<file path="src/rtl/sha_pkg.sv">
// Shared sizing, constants and helper functions for the single-block SHA-256 engine.
// Read by the sha top and the sha_round datapath.
package sha_const;

   localparam int Nk = 256;
   localparam int Nl = 3;
   localparam int Nd = 1;

   typedef enum logic [1:0] {
      IDLE  = 2'd0,
      ROUND = 2'd1,
      FINAL = 2'd2
   } state_t;

   typedef logic [7:0] msg_t [0:Nl-1];

   localparam logic [31:0] K [0:63] = '{
      32'h428a2f98, 32'h71374491, 32'hb5c0fbcf, 32'he9b5dba5,
      32'h3956c25b, 32'h59f111f1, 32'h923f82a4, 32'hab1c5ed5,
      32'hd807aa98, 32'h12835b01, 32'h243185be, 32'h550c7dc3,
      32'h72be5d74, 32'h80deb1fe, 32'h9bdc06a7, 32'hc19bf174,
      32'he49b69c1, 32'hefbe4786, 32'h0fc19dc6, 32'h240ca1cc,
      32'h2de92c6f, 32'h4a7484aa, 32'h5cb0a9dc, 32'h76f988da,
      32'h983e5152, 32'ha831c66d, 32'hb00327c8, 32'hbf597fc7,
      32'hc6e00bf3, 32'hd5a79147, 32'h06ca6351, 32'h14292967,
      32'h27b70a85, 32'h2e1b2138, 32'h4d2c6dfc, 32'h53380d13,
      32'h650a7354, 32'h766a0abb, 32'h81c2c92e, 32'h92722c85,
      32'ha2bfe8a1, 32'ha81a664b, 32'hc24b8b70, 32'hc76c51a3,
      32'hd192e819, 32'hd6990624, 32'hf40e3585, 32'h106aa070,
      32'h19a4c116, 32'h1e376c08, 32'h2748774c, 32'h34b0bcb5,
      32'h391c0cb3, 32'h4ed8aa4a, 32'h5b9cca4f, 32'h682e6ff3,
      32'h748f82ee, 32'h78a5636f, 32'h84c87814, 32'h8cc70208,
      32'h90befffa, 32'ha4506ceb, 32'hbef9a3f7, 32'hc67178f2
   };

   localparam logic [31:0] IV [0:7] = '{
      32'h6a09e667, 32'hbb67ae85, 32'h3c6ef372, 32'ha54ff53a,
      32'h510e527f, 32'h9b05688c, 32'h1f83d9ab, 32'h5be0cd19
   };

   function automatic logic [31:0] rotr(input logic [31:0] x, input int n);
      return (x >> n) | (x << (32 - n));
   endfunction

   function automatic logic [31:0] big_sigma0(input logic [31:0] x);
      return rotr(x, 2) ^ rotr(x, 13) ^ rotr(x, 22);
   endfunction

   function automatic logic [31:0] big_sigma1(input logic [31:0] x);
      return rotr(x, 6) ^ rotr(x, 11) ^ rotr(x, 25);
   endfunction

   function automatic logic [31:0] small_sigma0(input logic [31:0] x);
      return rotr(x, 7) ^ rotr(x, 18) ^ (x >> 3);
   endfunction

   function automatic logic [31:0] small_sigma1(input logic [31:0] x);
      return rotr(x, 17) ^ rotr(x, 19) ^ (x >> 10);
   endfunction

   // Message bytes, the 0x80 marker, zero fill, then the 64-bit big-endian bit length.
   function automatic logic [511:0] pad_block(input msg_t d);
      logic [511:0] blk;
      logic [63:0]  len;
      blk = '0;
      len = 64'(Nl) * 64'd8;
      for (int i = 0; i < Nl; i++) begin
         blk[511 - 8*i -: 8] = d[i];
      end
      blk[511 - 8*Nl -: 8] = 8'h80;
      blk[63:0] = len;
      return blk;
   endfunction

endpackage

</file>
<file path="src/rtl/sha_round.sv">
// One combinational SHA-256 compression round: working variables a..h plus Kt and Wt
// in, next a..h out.
module sha_round
   import sha_const::*;
(
   input  logic [31:0] a,
   input  logic [31:0] b,
   input  logic [31:0] c,
   input  logic [31:0] d,
   input  logic [31:0] e,
   input  logic [31:0] f,
   input  logic [31:0] g,
   input  logic [31:0] h,
   input  logic [31:0] kt,
   input  logic [31:0] wt,
   output logic [31:0] a_n,
   output logic [31:0] b_n,
   output logic [31:0] c_n,
   output logic [31:0] d_n,
   output logic [31:0] e_n,
   output logic [31:0] f_n,
   output logic [31:0] g_n,
   output logic [31:0] h_n
);

   logic [31:0] ch;
   logic [31:0] maj;
   logic [31:0] t1;
   logic [31:0] t2;

   assign ch  = (e & f) ^ (~e & g);
   assign maj = (a & b) ^ (a & c) ^ (b & c);
   assign t1  = h + big_sigma1(e) + ch + kt + wt;
   assign t2  = big_sigma0(a) + maj;

   assign a_n = t1 + t2;
   assign b_n = a;
   assign c_n = b;
   assign d_n = c;
   assign e_n = d + t1;
   assign f_n = e;
   assign g_n = f;
   assign h_n = g;

endmodule

</file>
<file path="src/rtl/sha.sv">
// Single-block SHA-256 engine: IDLE -> ROUND x64 (x32 with two rounds per cycle) -> FINAL.
// Define SHA_UNROLL_EN to instantiate a second sha_round and halve the ROUND phase.
module sha
   import sha_const::*;
(
   input  logic          clk,
   input  logic          rst,
   input  msg_t          Data,
   input  logic          Enable,
   output logic [Nk-1:0] Hash,
   output logic          Ready,
   output state_t        dbg_state
);

`ifdef SHA_UNROLL_EN
   localparam logic [5:0] RND_STEP = 6'd2;
   localparam logic [5:0] RND_LAST = 6'd62;
`else
   localparam logic [5:0] RND_STEP = 6'd1;
   localparam logic [5:0] RND_LAST = 6'd63;
`endif

   state_t       state;
   logic [5:0]   rnd;
   logic [31:0]  w  [0:15];
   logic [31:0]  v  [0:7];
   logic [31:0]  r1 [0:7];
   logic [31:0]  nxt [0:7];
   logic [511:0] blk;
   logic [31:0]  nw0;

   assign blk       = pad_block(Data);
   assign dbg_state = state;

   // Next schedule word derived from the 16-word window: W[t+16] from W[t..t+15].
   assign nw0 = small_sigma1(w[14]) + w[9] + small_sigma0(w[1]) + w[0];

   sha_round u_round0 (
      .a(v[0]), .b(v[1]), .c(v[2]), .d(v[3]),
      .e(v[4]), .f(v[5]), .g(v[6]), .h(v[7]),
      .kt(K[rnd]), .wt(w[0]),
      .a_n(r1[0]), .b_n(r1[1]), .c_n(r1[2]), .d_n(r1[3]),
      .e_n(r1[4]), .f_n(r1[5]), .g_n(r1[6]), .h_n(r1[7])
   );

`ifdef SHA_UNROLL_EN
   logic [31:0] nw1;
   logic [5:0]  rnd_odd;

   assign nw1     = small_sigma1(w[15]) + w[10] + small_sigma0(w[2]) + w[1];
   assign rnd_odd = rnd + 6'd1;

   sha_round u_round1 (
      .a(r1[0]), .b(r1[1]), .c(r1[2]), .d(r1[3]),
      .e(r1[4]), .f(r1[5]), .g(r1[6]), .h(r1[7]),
      .kt(K[rnd_odd]), .wt(w[1]),
      .a_n(nxt[0]), .b_n(nxt[1]), .c_n(nxt[2]), .d_n(nxt[3]),
      .e_n(nxt[4]), .f_n(nxt[5]), .g_n(nxt[6]), .h_n(nxt[7])
   );
`else
   always_comb begin
      for (int k = 0; k < 8; k++) begin
         nxt[k] = r1[k];
      end
   end
`endif

   always_ff @(posedge clk) begin
      if (!rst) begin
         state <= IDLE;
         Ready <= 1'b0;
         Hash  <= '0;
         rnd   <= '0;
      end else begin
         Ready <= 1'b0;
         case (state)
            IDLE: begin
               if (Enable) begin
                  for (int k = 0; k < 16; k++) begin
                     w[k] <= blk[511 - 32*k -: 32];
                  end
                  for (int k = 0; k < 8; k++) begin
                     v[k] <= IV[k];
                  end
                  rnd   <= '0;
                  state <= ROUND;
               end
            end
            ROUND: begin
               for (int k = 0; k < 8; k++) begin
                  v[k] <= nxt[k];
               end
`ifdef SHA_UNROLL_EN
               for (int k = 0; k < 14; k++) begin
                  w[k] <= w[k+2];
               end
               w[14] <= nw0;
               w[15] <= nw1;
`else
               for (int k = 0; k < 15; k++) begin
                  w[k] <= w[k+1];
               end
               w[15] <= nw0;
`endif
               rnd <= rnd + RND_STEP;
               if (rnd == RND_LAST) begin
                  state <= FINAL;
               end
            end
            FINAL: begin
               for (int k = 0; k < 8; k++) begin
                  Hash[255 - 32*k -: 32] <= IV[k] + v[k];
               end
               Ready <= 1'b1;
               state <= IDLE;
            end
            default: state <= IDLE;
         endcase
      end
   end

endmodule

</file>
<file path="config.mk">
export PLATFORM = sky130hd
export DESIGN_NAME = sha
export DESIGN_NICKNAME = d
export VERILOG_FILES = /design/src/rtl/sha_pkg.sv /design/src/rtl/sha_round.sv /design/src/rtl/sha.sv
export SDC_FILE = /design/constraint.sdc
export NUM_CORES = 2
export LEC_CHECK = 0
export ABC_AREA = 1
export CORE_MARGIN = 10
export CORE_UTILIZATION = 39
export DETAILED_ROUTE_END_ITERATION = 10
export PLACE_DENSITY = 0.55
export SLEW_MARGIN = 5
export SYNTH_ARGS = -nofsm -noshare
export SYNTH_HDL_FRONTEND = slang
export SYNTH_HIERARCHICAL = 1
export SYNTH_SLANG_ARGS = --single-unit
</file>
<file path="constraint.sdc">
create_clock -name clk -period 50.6 [get_ports clk]
set_input_delay 15.18 -clock clk [delete_from_list [all_inputs] [get_ports clk]]
set_output_delay 15.18 -clock clk [all_outputs]
set_load 0.01 [all_outputs]
</file>
======== Word level (Yosys, flattened, before mapping) ========
Memory sizes are Yosys's and may differ from the RTL's.
Index checks and enable logic that the tools add are counted.
Widths: inputs -> output; s select.
word-level totals
  register bits after elaboration ......... 265
  bits in writable memories ............... 768
  memory bits (read-only) ................. 2048
  input bits .............................. 27
  output and inout port bits .............. 259
  word-level logic and storage cells ...... 127
  memories ................................ 3
memories
  memory           depth  bits a word  rd ports  clocked after memory_dff  write ports  RTL line   text
  (no name shown)  64     32           1         0                         0            sha.sv:41  .kt(K[rnd]), .wt(w[0]),
  w                16     32           16        0                         16           sha.sv:25  logic [31:0] w [0:15];
  v                8      32           8         0                         8            sha.sv:26  logic [31:0] v [0:7];
operators by class
  add/subtract/negate cells ............... 19
  $lt $le $gt $ge ......................... 1
  equal/unequal tests ..................... 5
  muxes and demuxes ....................... 39
  bitwise gates (word level) .............. 52
  reduce and logical (&&, ||, !) cells .... 4
operator list
  kind                    count
  $mux 32                 26
  $add 32x32->32          10
  $xor 32x32->32          9
  $and 32x32->32          5
  $add 31x32->32 const A  3
  $add 32x32->32 const A  3
  $add 29x32->32 const A  1
  $add 30x32->32 const A  1
  $not 32->32             1
  $or 10x32->32           1
  $or 13x32->32           1
  $or 14x32->32           1
  $or 15x32->32           1
  $or 19x32->32           1
  $or 21x32->32           1
  $or 25x32->32           1
  $or 26x32->32           1
  $or 30x32->32           1
  $or 7x32->32            1
  $xor 32x22->32          1
  $xor 32x29->32          1
  $or 1x1->1              24
  $pmux 6 s2              1
  $mux 1                  8
  other kinds (13)        16

======== Longest topological paths before layout ========
An unclocked memory read counts as a cell.
  depth in word-level cells ............... 10
  gate-level depth with buffers ........... 45
  depth with buffers taken out ............ 44

======== Hierarchy ========
Netlist, hierarchy kept.
modules (own cells, without submodules)
  module     times used  cells an instance  area an instance (um2)  sequential area each (um2)
  sha        1           7061               56098.8                 28367.2
  sha_round  1           1842               12713.4                 0.0

======== Worst setup path after synthesis ========
No wires, ideal clock.
  kind .................................... input to register
  from .................................... input rst
  to ...................................... memory v[0][0] (enable)
  setup time .............................. 1.919 ns
  arrival ................................. 47.451 ns
  data required time ...................... 48.681 ns
  slack ................................... 1.230 ns
  stages .................................. 4
  buffers on the path ..................... 2
  cell sequence ........................... inv_2 > buf_2 > buf_1 > nor2_1
RTL lines
  what                RTL line   text
  start: declaration  sha.sv:7   input logic rst,
  end: declaration    sha.sv:26

==> results.ini <==
[synth]
synth_area_sq_um = 68810
synth_enable_flop_cells = 768
syn_avg_cell_area_sq_um = 7.729
yosysUniqueCellTypes = 70
synth_area_leaders = edfxtp_1 (34%), nand2_1 (9.9%), inv_1 (9.8%)
ys_seq_area_share_pct = 41.22
ys_ff_latch = 1033
synth_commonest_cells = nand2_1 (1818), inv_1 (1790), nor2_1 (1260), edfxtp_1 (768), nand3_1 (506)
ys.flop_type = edfxtp_1
yosysTopAreaCellShare_pct = 33.51
synthCells = 8903
async_flop_share_pct = 0
synth.largest_area_cell = edfxtp_1
yosysMostFrequentCell = nand2_1
yosys_warnings = 6
synth_nets = 9270

[clock_network]
path_clk_slew_ps = 60
cts-resized-gates = 0
clock-sinks = 1033
insertion_delay_ps = 800
cts_setup_buffers = 0
tritoncts = done
postCtsHoldBufs = 0
cts-buffers-inserted = 116
root_buffer = clkbuf_16
cts_buffer_depth = 3
cts.htree.levels = 3

[min_path]
hold_start = Hash[65]$_SDFFE_PN0P_
hold_class = reg -> reg
hold_depth = 2
min_to = Hash[65]$_SDFFE_PN0P_

[final_layout]
fill_cells = 18010
area_delta_synth_final_pct = 10.88
nNetsFinal = 9306
instances_no_fill = 11380
drive_above_1_share_pct = 5.099
final_cell_area_sq_um = 76300

[drt]
drc = 0
wl_per_cell_um = 20.97
vias_per_cell = 5.012
vias = 57050
dr.pass1.iters = 8
drtIter0Drc = 5009
wl_um = 238800
final_antenna_net_count = 0

[placement]
post_dp_cell_area_sq_um = 72510
place.gp.congestion = 0.9708
place_hpwl_um = 184800
dp_cells = 11160
io_buffers = 285

[timing]
drv_slew = 0
finalHoldViolations = 0
finalHoldWorstSlack_ps = 487.5
worst_pin_slew_ps = 1151
rsz0062_at_grt = no
finalClockSkew_ps = 57.36
fin_tns_setup_ps = 0
timing.final.crit_share_pct = 38.52
setup-violations-final = 0
fmax_mhz = 51.31
slew_headroom_pct = 22.47
layout_min_cycle_time_ps = 19490

[worst_setup_path]
required_ps = 51020
r2r_start = rnd[0]$_SDFFE_PN0P_
critical_path_class = in -> reg
reg2reg_depth = 40
rr_endpoint = v[0][23]$_SDFFCE_PN0P_
critPathCaptureType = flip-flop
startpoint_type = primary input
path_max_fanout = 74
arrival_ps = 19910
r2r_setup_slack_ps = 41480

[global_routing]
grt_start_max_net_pins = 202
grt_overflow = 0
track_usage_pct = 23.96
grt_first_pass_wirelength_um = 352600
antenna_found_initial = 4
grt_pass1_vias = 54530

[die]
initial_utilization_pct = 39.16
ioPinCount = 286
die_area_sq_um = 193600
chipHeight_um = 440.1
core_area_sq_um = 175700
rows = 154
chipWidth_um = 440.1

[status]
status = complete, no violations

[run]
max_cap_violations = 0

## placed cells by master, fill, tap and decap left out, types with 51 or more instances in the layout
cell / instances
nand4_1: 60
clkdlybuf4s50_1: 284
or2_2: 91
xnor2_1: 170
clkbuf_16: 120
or2_1: 51
nand3_1: 506
nor3_1: 74
a21oi_1: 348
o21bai_1: 53
nand2_1: 1818
ha_1: 153
xor2_1: 211
edfxtp_1: 768
nor2_1: 1259
fa_1: 187
inv_1: 1788
dfxtp_1: 264
o21ai_0: 335
## worst max-delay path: stages
cell	delay (ps)
clkdlybuf4s50_1	470
inv_1	50
nor3_2	150
nor2_1	140
nor2_4	700
buf_4	630
buf_4	660
buf_4	830
buf_4	870
## worst max-delay path by stage
stage / slack (ps) / start / endpoint / depth (start not counted)
2_1_floorplan: 1230 / rst / v[0][0]$_SDFFCE_PN1P_ / 4
3_3_place_gp: 30380 / Enable / v[0][27]$_SDFFCE_PN1P_ / 9
3_5_place_dp: 30280 / rst / v[0][30]$_SDFFCE_PN1P_ / 7
4_1_cts: 31120 / Enable / v[0][12]$_SDFFCE_PN0P_ / 9
5_1_grt: 30840 / rst / v[0][12]$_SDFFCE_PN0P_ / 7
6_report: 31110 / Enable / v[0][82]$_SDFFCE_PN1P_ / 9
## registers in the layout, summed over array words and instances (netlist names)
| signal | count |
|---|---|
| Ready | 1 |
| w | 512 |
| Hash | 256 |
| dbg_state | 2 |
| rnd | 6 |
| v | 256 |
## per-layer routing
metal	global-route usage, %	up-vias	routed length, um	part of all wire (%)
met5	0	-	0	0
met4	8.465	0	9076	3.8
met3	2.996	379	12580	5.3
met2	39.41	1720	110900	46
met1	32.41	27290	106200	44
li1	-	27660	-	-
## metrics by stage
| stage | utilization [%] | setup slack (ps) |
|---|---|---|
| after CTS | 43.42 | 31120 |
| after global placement | 41.26 | 30380 |
| after detailed placement | 41.26 | 30280 |
| after floorplan | - | 1230 |
| final | 43.42 | 31110 |
| after global routing | 43.42 | 30840 |
## logic make-up (layout without fill, tap and decap cells)
kind of cell	after synthesis	after routing	synth area share [%]
other	0	2	0
and+or+nand+nor	3947	3947	23.87
xor gates and xnor gates	383	383	4.897
muxes	31	31	0.5037
buffers and inverters	2234	2372	13.56
AOI/OAI and AO/OA	934	934	7.706
adders and majority gates	341	341	8.237
DFF	1033	1033	41.22
## area by class of cell
| cell class | count | area [sq um] | share of cell area, % |
|---|---|---|---|
| Antenna cell | 2 | 5.005 | 0.006559 |
| Inverter | 1821 | 6858 | 8.988 |
| Multi-Input combinational cell | 5636 | 31120 | 40.79 |
| Timing Repair Buffer | 331 | 3233 | 4.237 |
| Tap cell | 2340 | 2928 | 3.837 |
| Clock buffer | 162 | 3262 | 4.275 |
| Sequential cell | 1033 | 28370 | 37.18 |
| Clock inverter | 58 | 525.5 | 0.6887 |
Power is left out: the tool's default activity adds up to more than one toggle a clock period on the data nets, which glitch-free logic cannot reach.
